<file path="src/rtl/fifo_arb_pkg.sv">
// Shared definitions for the FIFO write-port arbiter.
// Optional feature macro: FIFO_WRARB_PACKET_LOCK_EN (used by fifo_write_arbiter).
package fifo_arb_pkg;

  // Arbiter states: no grant held, or one requester owns the write port.
  typedef enum logic [0:0] {
    ARB_IDLE  = 1'b0,
    ARB_GRANT = 1'b1
  } arb_state_e;

  // Largest number of requesters the arbiter is built to support.
  localparam int MAX_REQ = 8;

endpackage

</file>
<file path="src/rtl/rr_pick.sv">
// Round-robin winner selection: rotate the request vector so that rr_ptr sits
// at bit 0, pick the lowest set bit, then rotate the index back.
module rr_pick
  import fifo_arb_pkg::*;
#(
  parameter int NUM_REQ  = 4,
  parameter int ID_WIDTH = $clog2(NUM_REQ)
) (
  input  logic [NUM_REQ-1:0]  req,
  input  logic [ID_WIDTH-1:0] rr_ptr,
  output logic [ID_WIDTH-1:0] winner,
  output logic                any
);

  localparam int LANES    = (NUM_REQ > MAX_REQ) ? MAX_REQ : NUM_REQ;
  localparam int SUM_BITS = ID_WIDTH + 1;

  logic [2*NUM_REQ-1:0] doubled;
  logic [NUM_REQ-1:0]   rotated;
  logic [ID_WIDTH-1:0]  offset;
  logic [SUM_BITS-1:0]  unrotated;

  // Rotate, priority-encode from the pointer upward, and map back to a requester index.
  always_comb begin
    doubled   = {req, req} >> rr_ptr;
    rotated   = doubled[NUM_REQ-1:0];
    offset    = '0;
    for (int i = LANES - 1; i >= 0; i--) begin
      if (rotated[i]) begin
        offset = ID_WIDTH'(i);
      end
    end
    unrotated = {1'b0, offset} + {1'b0, rr_ptr};
    if (unrotated >= SUM_BITS'(NUM_REQ)) begin
      unrotated = unrotated - SUM_BITS'(NUM_REQ);
    end
    winner = unrotated[ID_WIDTH-1:0];
    any    = |req;
  end

endmodule

</file>
<file path="src/rtl/fifo_write_arbiter.sv">
// Round-robin arbiter sharing the write port of the clock-crossing FIFO.
// Optional feature macro: FIFO_WRARB_PACKET_LOCK_EN
//   defined   -> a grant is held until the word flagged req_last is accepted
//   undefined -> a grant is released after every accepted word
module fifo_write_arbiter
  import fifo_arb_pkg::*;
#(
  parameter int NUM_REQ    = 4,
  parameter int DATA_WIDTH = 16,
  parameter int ID_WIDTH   = $clog2(NUM_REQ)
) (
  input  logic                          reset,
  input  logic                          write_clk,
  input  logic [NUM_REQ-1:0]            req,
  input  logic [NUM_REQ*DATA_WIDTH-1:0] req_data,
  input  logic [NUM_REQ-1:0]            req_last,
  output logic [NUM_REQ-1:0]            req_ack,
  output logic                          fifo_write,
  output logic [DATA_WIDTH-1:0]         fifo_write_data,
  input  logic                          fifo_can_write,
  output logic                          grant_valid,
  output logic [ID_WIDTH-1:0]           grant_id
);

  arb_state_e          state_q;
  logic [ID_WIDTH-1:0] rr_ptr_q;
  logic [ID_WIDTH-1:0] rr_ptr_d;
  logic [ID_WIDTH-1:0] grant_id_q;
  logic                grant_valid_q;

  logic [ID_WIDTH-1:0]   winner;
  logic                  anyReq;
  logic                  reqSel;
  logic [DATA_WIDTH-1:0] dataSel;
  logic                  releaseGrant;

  rr_pick #(
    .NUM_REQ  (NUM_REQ),
    .ID_WIDTH (ID_WIDTH)
  ) u_rr_pick (
    .req    (req),
    .rr_ptr (rr_ptr_q),
    .winner (winner),
    .any    (anyReq)
  );

  // Pull out the request bit and data word belonging to the current grant holder.
  always_comb begin
    reqSel  = 1'b0;
    dataSel = '0;
    for (int i = 0; i < NUM_REQ; i++) begin
      if (grant_id_q == ID_WIDTH'(i)) begin
        reqSel  = req[i];
        dataSel = req_data[i*DATA_WIDTH +: DATA_WIDTH];
      end
    end
  end

  // Forward the holder's word only while the FIFO can take it; ack mirrors the write.
  always_comb begin
    fifo_write      = grant_valid_q & reqSel & fifo_can_write;
    fifo_write_data = grant_valid_q ? dataSel : '0;
    req_ack         = '0;
    for (int i = 0; i < NUM_REQ; i++) begin
      if (grant_id_q == ID_WIDTH'(i)) begin
        req_ack[i] = fifo_write;
      end
    end
  end

`ifdef FIFO_WRARB_PACKET_LOCK_EN
  logic lastSel;

  // Packet mode: the grant ends only on the accepted final word of a packet.
  always_comb begin
    lastSel = 1'b0;
    for (int i = 0; i < NUM_REQ; i++) begin
      if (grant_id_q == ID_WIDTH'(i)) begin
        lastSel = req_last[i];
      end
    end
    releaseGrant = fifo_write & lastSel;
  end
`else
  logic unusedLast;
  assign unusedLast = ^req_last;

  // Word mode: every accepted word ends the grant so arbitration is per word.
  always_comb begin
    releaseGrant = fifo_write;
  end
`endif

  // Next search start is the requester just after the one being released.
  always_comb begin
    if (grant_id_q == ID_WIDTH'(NUM_REQ - 1)) begin
      rr_ptr_d = '0;
    end else begin
      rr_ptr_d = grant_id_q + ID_WIDTH'(1);
    end
  end

  // Grant FSM: pick a winner when idle, hold the port until the release condition.
  always_ff @(posedge write_clk or posedge reset) begin
    if (reset) begin
      state_q       <= ARB_IDLE;
      rr_ptr_q      <= '0;
      grant_id_q    <= '0;
      grant_valid_q <= 1'b0;
    end else begin
      case (state_q)
        ARB_IDLE: begin
          if (anyReq) begin
            grant_id_q    <= winner;
            grant_valid_q <= 1'b1;
            state_q       <= ARB_GRANT;
          end
        end
        ARB_GRANT: begin
          if (releaseGrant) begin
            grant_valid_q <= 1'b0;
            rr_ptr_q      <= rr_ptr_d;
            state_q       <= ARB_IDLE;
          end
        end
        default: begin
          state_q <= ARB_IDLE;
        end
      endcase
    end
  end

  assign grant_valid = grant_valid_q;
  assign grant_id    = grant_id_q;

endmodule

</file>
<file path="config.mk">
export PLATFORM = sky130hd
export DESIGN_NAME = fifo_write_arbiter
export DESIGN_NICKNAME = d
export VERILOG_FILES = /design/src/rtl/fifo_arb_pkg.sv /design/src/rtl/rr_pick.sv /design/src/rtl/fifo_write_arbiter.sv
export SDC_FILE = /design/constraint.sdc
export NUM_CORES = 1
export LEC_CHECK = 0
export ABC_AREA = 1
export BUFFER_PORTS_ARGS = -buffer_cell sky130_fd_sc_hd__buf_2
export CAP_MARGIN = 15
export CORE_MARGIN = 1
export CORE_UTILIZATION = 34
export CTS_CLUSTER_SIZE = 12
export DETAILED_ROUTE_END_ITERATION = 8
export PLACE_DENSITY = 0.8
export REMOVE_ABC_BUFFERS = 1
export SYNTH_ARGS = -nofsm -noshare
export SYNTH_HDL_FRONTEND = slang
export SYNTH_SLANG_ARGS = --single-unit
export TNS_END_PERCENT = 100
</file>
<file path="constraint.sdc">
create_clock -name write_clk -period 1.8 [get_ports write_clk]
set_input_delay 0.54 -clock write_clk [delete_from_list [all_inputs] [get_ports write_clk]]
set_output_delay 0.54 -clock write_clk [all_outputs]
set_load 0.02 [all_outputs]
</file>
==> results of run 1 <==
[layout by cell type, fill, tap and decap left out, types with 2 or more instances in the layout]
cell,count
buf_6,13
nand2_4,3
dfrtp_2,3
nand3_1,13
a21oi_2,9
o21ai_1,33
buf_2,73
clkbuf_4,3
ha_2,2
inv_2,5
a21oi_1,25
ha_4,3
buf_12,3
buf_4,42
nor2_2,4
inv_1,7
nand2_2,4
dfrtp_1,3
o21ai_0,17
nand2_1,25
inv_4,2
nor2_1,13
[stage by stage]
| step | utilization, % | setup TNS, ps | setup WS, ps | hold slack [ps] | total power, mW |
|---|---|---|---|---|---|
| final | 70.1 | -8380 | -457 | 202 | 0.393 |
| after global placement | 57.6 | -4400 | -254 | 454 | 0.259 |
| after detailed placement | 57.6 | -4870 | -276 | 459 | 0.261 |
| after global routing | 70.1 | -10440 | -555 | 224 | 0.421 |
| after CTS | 66.2 | -7890 | -428 | 207 | 0.391 |
| after floorplan | - | -10360 | -685 | 331 | 0.178 |
[layer usage]
metal | track usage (%) | up-vias | share of wire, %
met2 | 47.5 | 80 | 51
met4 | 6.12 | 0 | 0.68
li1 | - | 907 | -
met5 | 0 | - | 0
met1 | 25.7 | 792 | 41
met3 | 4.15 | 6 | 7.5
[layout make-up]
type                            count  area share (%)
Tap cell                           44            2.55
Sequential cell                     6            7.13
Inverter                           16            3.25
Timing Repair Buffer              132            42.4
Multi-Input combinational cell    158            43.7
Clock buffer                        3            1.04
[state kept, by name, indices dropped and copies added (netlist names)]
register / flops
grant_id: 2
grant_valid: 1
rr_ptr_q: 2
state_q: 1
[what timing repair did]
action | 4_1_cts | 5_1_grt
setup endpoints to repair | 22 | 22
setup buffers | 5 | 7
gates cloned | 2 | 0
hold endpoints to repair | 0 | 0
pin swaps | 21 | 20
resized for setup | 85 | 24
[power breakdown]
group	leakage (nW)	internal (mW)	switching, mW	total [mW]
clock network	0.0138	0.0751	0.0432	0.118
logic	1.05	0.0811	0.0585	0.140
registers	0.0697	0.135	0	0.135
total	1.13	0.292	0.102	0.393
[path summary, 6_finish.rpt]
| check | startpoint | endpoint | depth (start not counted) |
|---|---|---|---|
| max | grant_id[0]$_DFFE_PP0P_ | fifo_write_data[11] | 8 |
| min | reset | grant_valid$_DFFE_PP0P_ | 2 |
| max reg2reg | rr_ptr_q[1]$_DFFE_PP0P_ | grant_id[1]$_DFFE_PP0P_ | 10 |
| min reg2reg | state_q$_DFF_PP0_ | rr_ptr_q[1]$_DFFE_PP0P_ | 2 |
| max in group asynchronous | reset | rr_ptr_q[0]$_DFFE_PP0P_ | 2 |
| min in group write_clk | state_q$_DFF_PP0_ | rr_ptr_q[1]$_DFFE_PP0P_ | 2 |
[critical path, stage by stage (launching register included)]
cell and delay [ps]:
dfrtp_2 460, ha_4 240, inv_6 100, buf_6 120, nor2_1 40, o21ai_1 140
o21ai_1 80, a21oi_1 140, buf_4 150
[kinds of logic (layout without fill, tap and decap cells)]
logic type / Yosys count / count (layout)
adder cells (fa/ha/maj): 5 / 5
buffers and inverters: 29 / 151
AO/OA/AOI/OAI: 89 / 89
XOR/XNOR: 1 / 1
AND/OR/NAND/NOR: 63 / 63
flip-flops: 6 / 6
==> results.yml, run 1 <==
status:
  run_status: "finished with violations"
  violations: "negative setup slack"
finish:
  finish.cell_count_without_fillers: 359
  register_area_um2: 154
  num_antenna_cells: 0
  final_net_count: 397
  stdcell_area_um2: 2160
  multiInputGateArea_um2: 942
  final_layout_size_suffix_gt1_share_pct: 56.2
  num-fill-cells: 263
  area_growth_pct: 93.4
logic_synthesis:
  area_fraction_in_compound_gates_after_synthesis_pct: 43.2
  syn_avg_cell_area_um2: 5.78
  synth.top_cell.area_share_pct: 20.6
  synth-edff-count: 0
  synth_most_common_cell: "o21ai_0"
  netlist_top_cells_area: "o21ai_0 21%, a21oi_1 15%, dfrtp_1 13%, nand2_1 9.1%, nand3_1 6.3%"
  synth_cell_types: 24
  muxShareOfSynthArea_pct: 0
  synth_adder_area_share_pct: 5.61
  postSynth.asyncResetShare_pct: 100
  synthesis.instances: 193
  sequential_share_of_the_synthesized_area_pct: 13.5
  synth.cell_area_um2: 1120
  synth_ff_type: "dfrtp_1"
  synth_warnings: 0
  cell_type_contributing_the_most_total_cell_area_after_synthesis: "o21ai_0"
  ys_seq_elements: 6
  synthTopCellsByCount: "46 x o21ai_0, 34 x a21oi_1, 27 x nand2_1"
  synth_simple_gate_area_share_pct: 24.8
  synth_top_family_by_area: "compound AO/OA/AOI/OAI gates"
  post_synth_xor_area_fraction_pct: 0.785
critical_path:
  critPathKind: "flip-flop to output port"
  worstSetupStartpointType: "flip-flop"
  crit_arrival_ps: 1720
  register_to_register_setup_slack_ps: 100
  timing.critical_path.fanout_max: 6
  cp.required_ps: 1260
  category_of_the_worst_setup_path_capture_point: "output port"
sta:
  setup_ws_ps: -457
  worst_clock_skew_ps: 1.84
  timing.final.max_slew_violations: 0
  rsz_0062_raised_after_global_routing: "true"
  ratio_of_final_minimum_period_to_clock_period_pct: 125
  clock.fmax_mhz: 443
  max_slew_margin_pct: 83.7
  worstMarginPinSlew_ps: 244
  final_report_hold_violation_count: 0
  period_needed_ps: 2260
  finalSetupViolCount: 21
worst_hold_path:
  holdCritPathClass: "input port to asynchronous set/reset pin"
die:
  initial_core_util_pct: 36.3
  die_outline_area_um2: 3520
  core_area_um2: 3080
  die_height_um: 59.3
  die_width_um: 59.3
  top_level_ports: 99
  rows: 20
cts:
  largest_buffer_count_on_any_clock_path: 2
  tritoncts: "yes"
  tritoncts_num_sinks: 6
  numCtsBuffers: 3
  worstSkewPairLatency_ps: 240
  clock_tree.htree_level_count: 1
  cts.clk_slew.worst_paths_ps: 40
  ctsRootBufferMaster: "clkbuf_4"
  holdBufCountCts: 0
global_route:
  number_of_antenna_violations_at_the_first_check_in_global_routing: 0
  first_pass_grt_wire_length_mm: 6.62
  grt_max_degree: 21
  grt_pass1_vias: 1614
  globalRouteTotalUtil_pct: 24.0
  global_route.overflow_total: 0
placed_design:
  placement.io_buffers: 94
  routabilityCongestion: 0.909
  detailed_place_hpwl_mm: 2.98
  placed_cells_incl_taps: 342
  postPlaceCellArea_um2: 1770
power:
  power_per_cell_area_nw_per_um2: 182
  peakVddDrop_mv: 0.454
  p_leak_nw: 1.13
route:
  detail_route.iter0.violations: 70
  remaining_drc_errors: 0
  vias: 1785
  postRouteAntennaNets: 0
  finalWirelength_mm: 4.39
  wire_per_inst_um: 12.2
  vias_per_cell: 4.97
  firstDrtPassIters: 5
run:
  max_cap_violations: 0
Note: power is estimated with default switching activity, not from simulation.
==> run 2, diff against run 1 <==
--- a/config.mk
+++ b/config.mk
@@ -14,6 +14,7 @@
 export DETAILED_ROUTE_END_ITERATION = 8
 export PLACE_DENSITY = 0.8
 export REMOVE_ABC_BUFFERS = 1
+export SETUP_SLACK_MARGIN = 0.02
 export SYNTH_ARGS = -nofsm -noshare
 export SYNTH_HDL_FRONTEND = slang
 export SYNTH_SLANG_ARGS = --single-unit
==> run 2 against run 1 <==
Largest power group unchanged; die area unchanged; the run still ends with negative setup slack left; largest cell class unchanged; setup slack worse by 0.69 ps; wire length about the same; worst hold slack about the same.
==> results.yml, run 2 (synthesized netlist as in run 1, its figures left out) <==
power:
  design_power_total_mw: 0.394
  peakVddDrop_mv: 0.453
  p_leak_nw: 1.13
  internal_power_mw: 0.292
  power_frac_seq_pct: 34.3
  power.net_switching_mw: 0.102
  power_per_cell_area_nw_per_um2: 182
  comb_power_share_pct: 35.7
  share_clk_of_total_power_pct: 30.0
  power.share.switching_pct: 25.9
sta:
  setup_ws_ps: -458
  worstMarginPinSlew_ps: 245
  rsz_0062_raised_after_global_routing: "true"
  clock.fmax_mhz: 443
  max_slew_margin_pct: 83.6
  timing.final.max_slew_violations: 0
  final_report_hold_violation_count: 0
  period_needed_ps: 2260
  ratio_of_final_minimum_period_to_clock_period_pct: 125
  worst_clock_skew_ps: 1.93
  timing.setup.tns_ps: -8390
  final.hold.worst_slack_ps: 202
  finalSetupViolCount: 21
cts:
  tritoncts_num_sinks: 6
  holdBufCountCts: 0
  ctsRootBufferMaster: "clkbuf_4"
  largest_buffer_count_on_any_clock_path: 2
  worstSkewPairLatency_ps: 240
  tritoncts: "yes"
  cts.clk_slew.worst_paths_ps: 40
  numCtsBuffers: 3
  clock_tree.htree_level_count: 1
finish:
  stdcell_area_um2: 2170
  final_util_pct: 70.5
  most_common_cell_after_layout_fill_and_taps_aside: "buf_2"
  num-fill-cells: 265
  num_antenna_cells: 0
  final_layout_size_suffix_gt1_share_pct: 57.5
  finish.cell_count_without_fillers: 359
  register_area_um2: 154
  final_net_count: 397
  area_growth_pct: 94.5
  mostFrequentLayoutCells: "73 x buf_2, 42 x buf_4, 33 x o21ai_1"
  multiInputGateArea_um2: 952
critical_path:
  critPathMaxStageDelay_ps: 460
  timing.critical_path.fanout_max: 6
  crit_top_cell: "o21ai_1"
  cell_breakdown_of_the_critical_path: "ha_4, inv_6, buf_6, nor2_1, o21ai_1, o21ai_1, a21oi_1, buf_4"
  cp_slowest_cell: "dfrtp_2"
  category_of_the_worst_setup_path_capture_point: "output port"
  worstSetupStartpointType: "flip-flop"
  cp.required_ps: 1260
  crit_arrival_ps: 1720
  critPathKind: "flip-flop to output port"
die:
  die_width_um: 59.3
  top_level_ports: 99
  rows: 20
  initial_core_util_pct: 36.3
  core_area_um2: 3080
  die_outline_area_um2: 3520
  die_height_um: 59.3
route:
  vias: 1779
  vias_per_cell: 4.96
  firstDrtPassIters: 4
  detail_route.iter0.violations: 79
  wire_per_inst_um: 12.2
  remaining_drc_errors: 0
  finalWirelength_mm: 4.39
  postRouteAntennaNets: 0
placed_design:
  detailed_place_hpwl_mm: 2.98
  postPlaceCellArea_um2: 1770
  routabilityCongestion: 0.909
  placement.setup.worst_slack_ps: -276
  placement.io_buffers: 94
  placed_cells_incl_taps: 342
global_route:
  number_of_antenna_violations_at_the_first_check_in_global_routing: 0
  global_route.overflow_total: 0
  grt_max_degree: 21
  globalRouteTotalUtil_pct: 24.0
  first_pass_grt_wire_length_mm: 6.62
  grt_pass1_vias: 1614
worst_hold_path:
  holdCritPathClass: "input port to asynchronous set/reset pin"
run:
  max_cap_violations: 0
status:
  run_status: "finished with violations"
  violations: "negative setup slack"
## run 2: worst paths after layout
check / depth (start not counted) / end / startpoint / slack (ps)
min in group write_clk: 2 / rr_ptr_q[1]$_DFFE_PP0P_ / state_q$_DFF_PP0_ / 590
max reg2reg: 10 / grant_id[1]$_DFFE_PP0P_ / rr_ptr_q[0]$_DFFE_PP0P_ / 100
max: 8 / fifo_write_data[11] / grant_id[0]$_DFFE_PP0P_ / -460
min reg2reg: 2 / rr_ptr_q[1]$_DFFE_PP0P_ / state_q$_DFF_PP0_ / 590
max in group asynchronous: 2 / rr_ptr_q[0]$_DFFE_PP0P_ / reset / 1390
min: 2 / grant_valid$_DFFE_PP0P_ / reset / 200
## run 2: power by group through the flow
stage / Sequential (mW) / Combinational (mW) / Clock, mW
2_1_floorplan: 0.137 / 0.0405 / 0
3_3_place_gp: 0.137 / 0.122 / 0
3_5_place_dp: 0.137 / 0.124 / 0
4_1_cts: 0.135 / 0.133 / 0.123
5_1_grt: 0.135 / 0.157 / 0.130
6_report: 0.135 / 0.141 / 0.118
## run 2: area by class of cell
type	count	share of cell area, %
inverter	16	3.34
tap	44	2.54
multi-input combinational	158	43.9
clock buffer	3	1.04
sequential	6	7.09
timing repair buffer	132	42.1
## run 2: layer usage
layer / vias to the layer above / global-route usage, % / part of all wire [%]
met4: 0 / 6.12 / 0.75
met1: 797 / 25.7 / 41
met3: 4 / 4.15 / 6.7
met5: - / 0 / 0
li1: 910 / - / -
met2: 68 / 47.5 / 51
## run 2: worst max-delay path: cells and delay by family (launching register included)
family                     cells  cell delay (ps)
and+or+nand+nor                1               40
DFF                            1              460
AOI/OAI and AO/OA              3              360
adders and majority gates      1              240
buffers and inverters          3              370
## run 2: what timing repair did
| item | CTS | global route |
|---|---|---|
| endpoints found under the setup margin | 22 | 22 |
| cloned | 2 | 0 |
| pin swaps | 21 | 22 |
| gates resized for setup | 85 | 29 |
| buffers inserted | 5 | 7 |
==> run 3, diff against run 2 <==
==> constraint.sdc (replaced) <==
create_clock -name write_clk -period 1.8 [get_ports write_clk]
set_input_delay 0.18 -clock write_clk [delete_from_list [all_inputs] [get_ports write_clk]]
set_output_delay 0.18 -clock write_clk [all_outputs]
set_load 0.02 [all_outputs]
==> run 3 against run 2 <==
Wire length up 0.18%; the flow still finishes with violations (negative setup slack); cell count down 3.9%; global-route usage about the same; largest cell class unchanged; count of clock-buffer cells in the layout unchanged; sequential cell count unchanged.
==> results.yml, run 3 (synthesized netlist as in run 1, its figures left out) <==
critical_path:
  category_of_the_worst_setup_path_capture_point: "output port"
  cp.required_ps: 1620
  rr_worst_depth: 10
  critPathKind: "flip-flop to output port"
  register_to_register_setup_slack_ps: 100
  r2r-start: "rr_ptr_q[0]$_DFFE_PP0P_"
  crit_arrival_ps: 1750
  cp_slowest_cell: "dfrtp_2"
  rr_endpoint: "grant_id[1]$_DFFE_PP0P_"
  worstSetupPathDepth: 9
  critical-path-top-delay-family: "flip-flops"
  cell_breakdown_of_the_critical_path: "ha_4, buf_6, a21oi_2, nand2_2, o211ai_4, nand2_4, nand2_4, inv_2, buf_6"
  setup.worst_path.end: "req_ack[2]"
  worstSetupStartpoint: "grant_id[0]$_DFFE_PP0P_"
  critPathMaxStageDelay_ps: 460
  critPathBufInv: 3
  timing.critical_path.fanout_max: 6
  worstSetupStartpointType: "flip-flop"
global_route:
  first_pass_grt_wire_length_mm: 6.55
  grt_max_degree: 23
  globalRouteTotalUtil_pct: 24.0
  grt_pass1_vias: 1519
  number_of_antenna_violations_at_the_first_check_in_global_routing: 0
  global_route.overflow_total: 0
sta:
  final_report_hold_violation_count: 0
  finalSetupViolCount: 20
  rsz_0062_raised_after_global_routing: "true"
  ratio_of_final_minimum_period_to_clock_period_pct: 107
  worst_clock_skew_ps: 7.36
  clock.fmax_mhz: 519
  period_needed_ps: 1930
  setup_ws_ps: -128
  timing.final.max_slew_violations: 0
  max_slew_margin_pct: 83.2
  worstMarginPinSlew_ps: 252
placed_design:
  placement.setup.worst_slack_ps: 8.61
  postPlaceCellArea_um2: 1680
  placement.io_buffers: 94
  placed_cells_incl_taps: 328
  detailed_place_hpwl_mm: 2.93
  routabilityCongestion: 0.818
die:
  die_height_um: 59.3
  top_level_ports: 99
  die_outline_area_um2: 3520
  die_width_um: 59.3
  rows: 20
  initial_core_util_pct: 36.3
  core_area_um2: 3080
route:
  remaining_drc_errors: 0
  firstDrtPassIters: 4
  finalWirelength_mm: 4.40
  postRouteAntennaNets: 0
  vias_per_cell: 4.98
  vias: 1718
  detail_route.iter0.violations: 64
  wire_per_inst_um: 12.7
finish:
  area_growth_pct: 84.2
  final_layout_size_suffix_gt1_share_pct: 54.2
  register_area_um2: 155
  stdcell_area_um2: 2060
  most_common_cell_after_layout_fill_and_taps_aside: "buf_2"
  num-fill-cells: 296
  finish.cell_count_without_fillers: 345
  final_util_pct: 66.8
  final_net_count: 383
  multiInputGateArea_um2: 948
  num_antenna_cells: 0
  mostFrequentLayoutCells: "76 x buf_2, 32 x o21ai_1, 31 x a21oi_1"
cts:
  ctsRootBufferMaster: "clkbuf_4"
  numCtsBuffers: 3
  tritoncts: "yes"
  worstSkewPairLatency_ps: 250
  largest_buffer_count_on_any_clock_path: 2
  cts.clk_slew.worst_paths_ps: 50
  clock_tree.htree_level_count: 1
  tritoncts_num_sinks: 6
power:
  peakVddDrop_mv: 0.343
  power_per_cell_area_nw_per_um2: 195
  p_leak_nw: 1.08
  design_power_total_mw: 0.401
run:
  max_cap_violations: 0
status:
  violations: "negative setup slack"
  run_status: "finished with violations"
worst_hold_path:
  holdCritPathClass: "input port to asynchronous set/reset pin"
## run 3: cell count changes in the layout (fill, tap and decap cells not counted), sizes merged
cell	before	now
buf	132	114
clkinvlp	0	2
clkbuf	3	4
dlygate4sd3	0	1
## run 3: metal layers
metal,up-vias,global-route usage [%],part of all wire (%)
met2,76,46.2,51
met3,5,3.49,7.1
met1,753,27.4,41
met5,-,0,0
met4,0,5.10,0.66
li1,884,-,-
## run 3: worst min path at each step
stage                                    to  slack (ps)  start  cells after the start
floorplan           grant_id[0]$_DFFE_PP0P_         -30  reset                      1
global placement          state_q$_DFF_PP0_         100  reset                      2
detailed placement        state_q$_DFF_PP0_         100  reset                      2
CTS                 grant_valid$_DFFE_PP0P_         380  reset                      3
global route        grant_valid$_DFFE_PP0P_         410  reset                      3
finish              grant_valid$_DFFE_PP0P_         370  reset                      3
## run 3: where the power goes
| group | switching [mW] | internal [mW] | leakage [nW] |
|---|---|---|---|
| registers | 0 | 0.135 | 0.0681 |
| clock network | 0.0521 | 0.0756 | 0.0138 |
| logic | 0.0582 | 0.0795 | 0.994 |
## run 3: area by class of cell
cell class / instances / area share [%]
multi-input cells: 158 / 46.1
repair buffers: 116 / 38.2
flip-flops and latches: 6 / 7.55
inverters: 16 / 3.65
well taps: 44 / 2.68
clock buffers: 3 / 1.10
repair inverters: 2 / 0.730
## run 3: what timing repair did
action,in CTS,in global routing
endpoints found under the setup margin,21,21
hold buffers,1,0
hold endpoints to repair,6,0
buffers inserted,4,5
gates resized for setup,64,35
cloned,2,2
pin swaps,6,15
## run 3: through the flow
stage	hold slack, ps	setup TNS [ps]
final	369	-1260
after global routing	411	-3290
after CTS	382	-971
after detailed placement	98.5	0
after global placement	98.7	0
after floorplan	-29.0	-3210
## run 3: worst reg2reg max path: stages, from the launching register on
cell and delay [ps]:
dfrtp_2 480, nand2_1 140, nand3_2 90, nand2_2 90, nand3_2 70, a21boi_2 140, ha_2 200, xor2_2 160
nand3_1 90, nand3_1 70, nand2_1 50
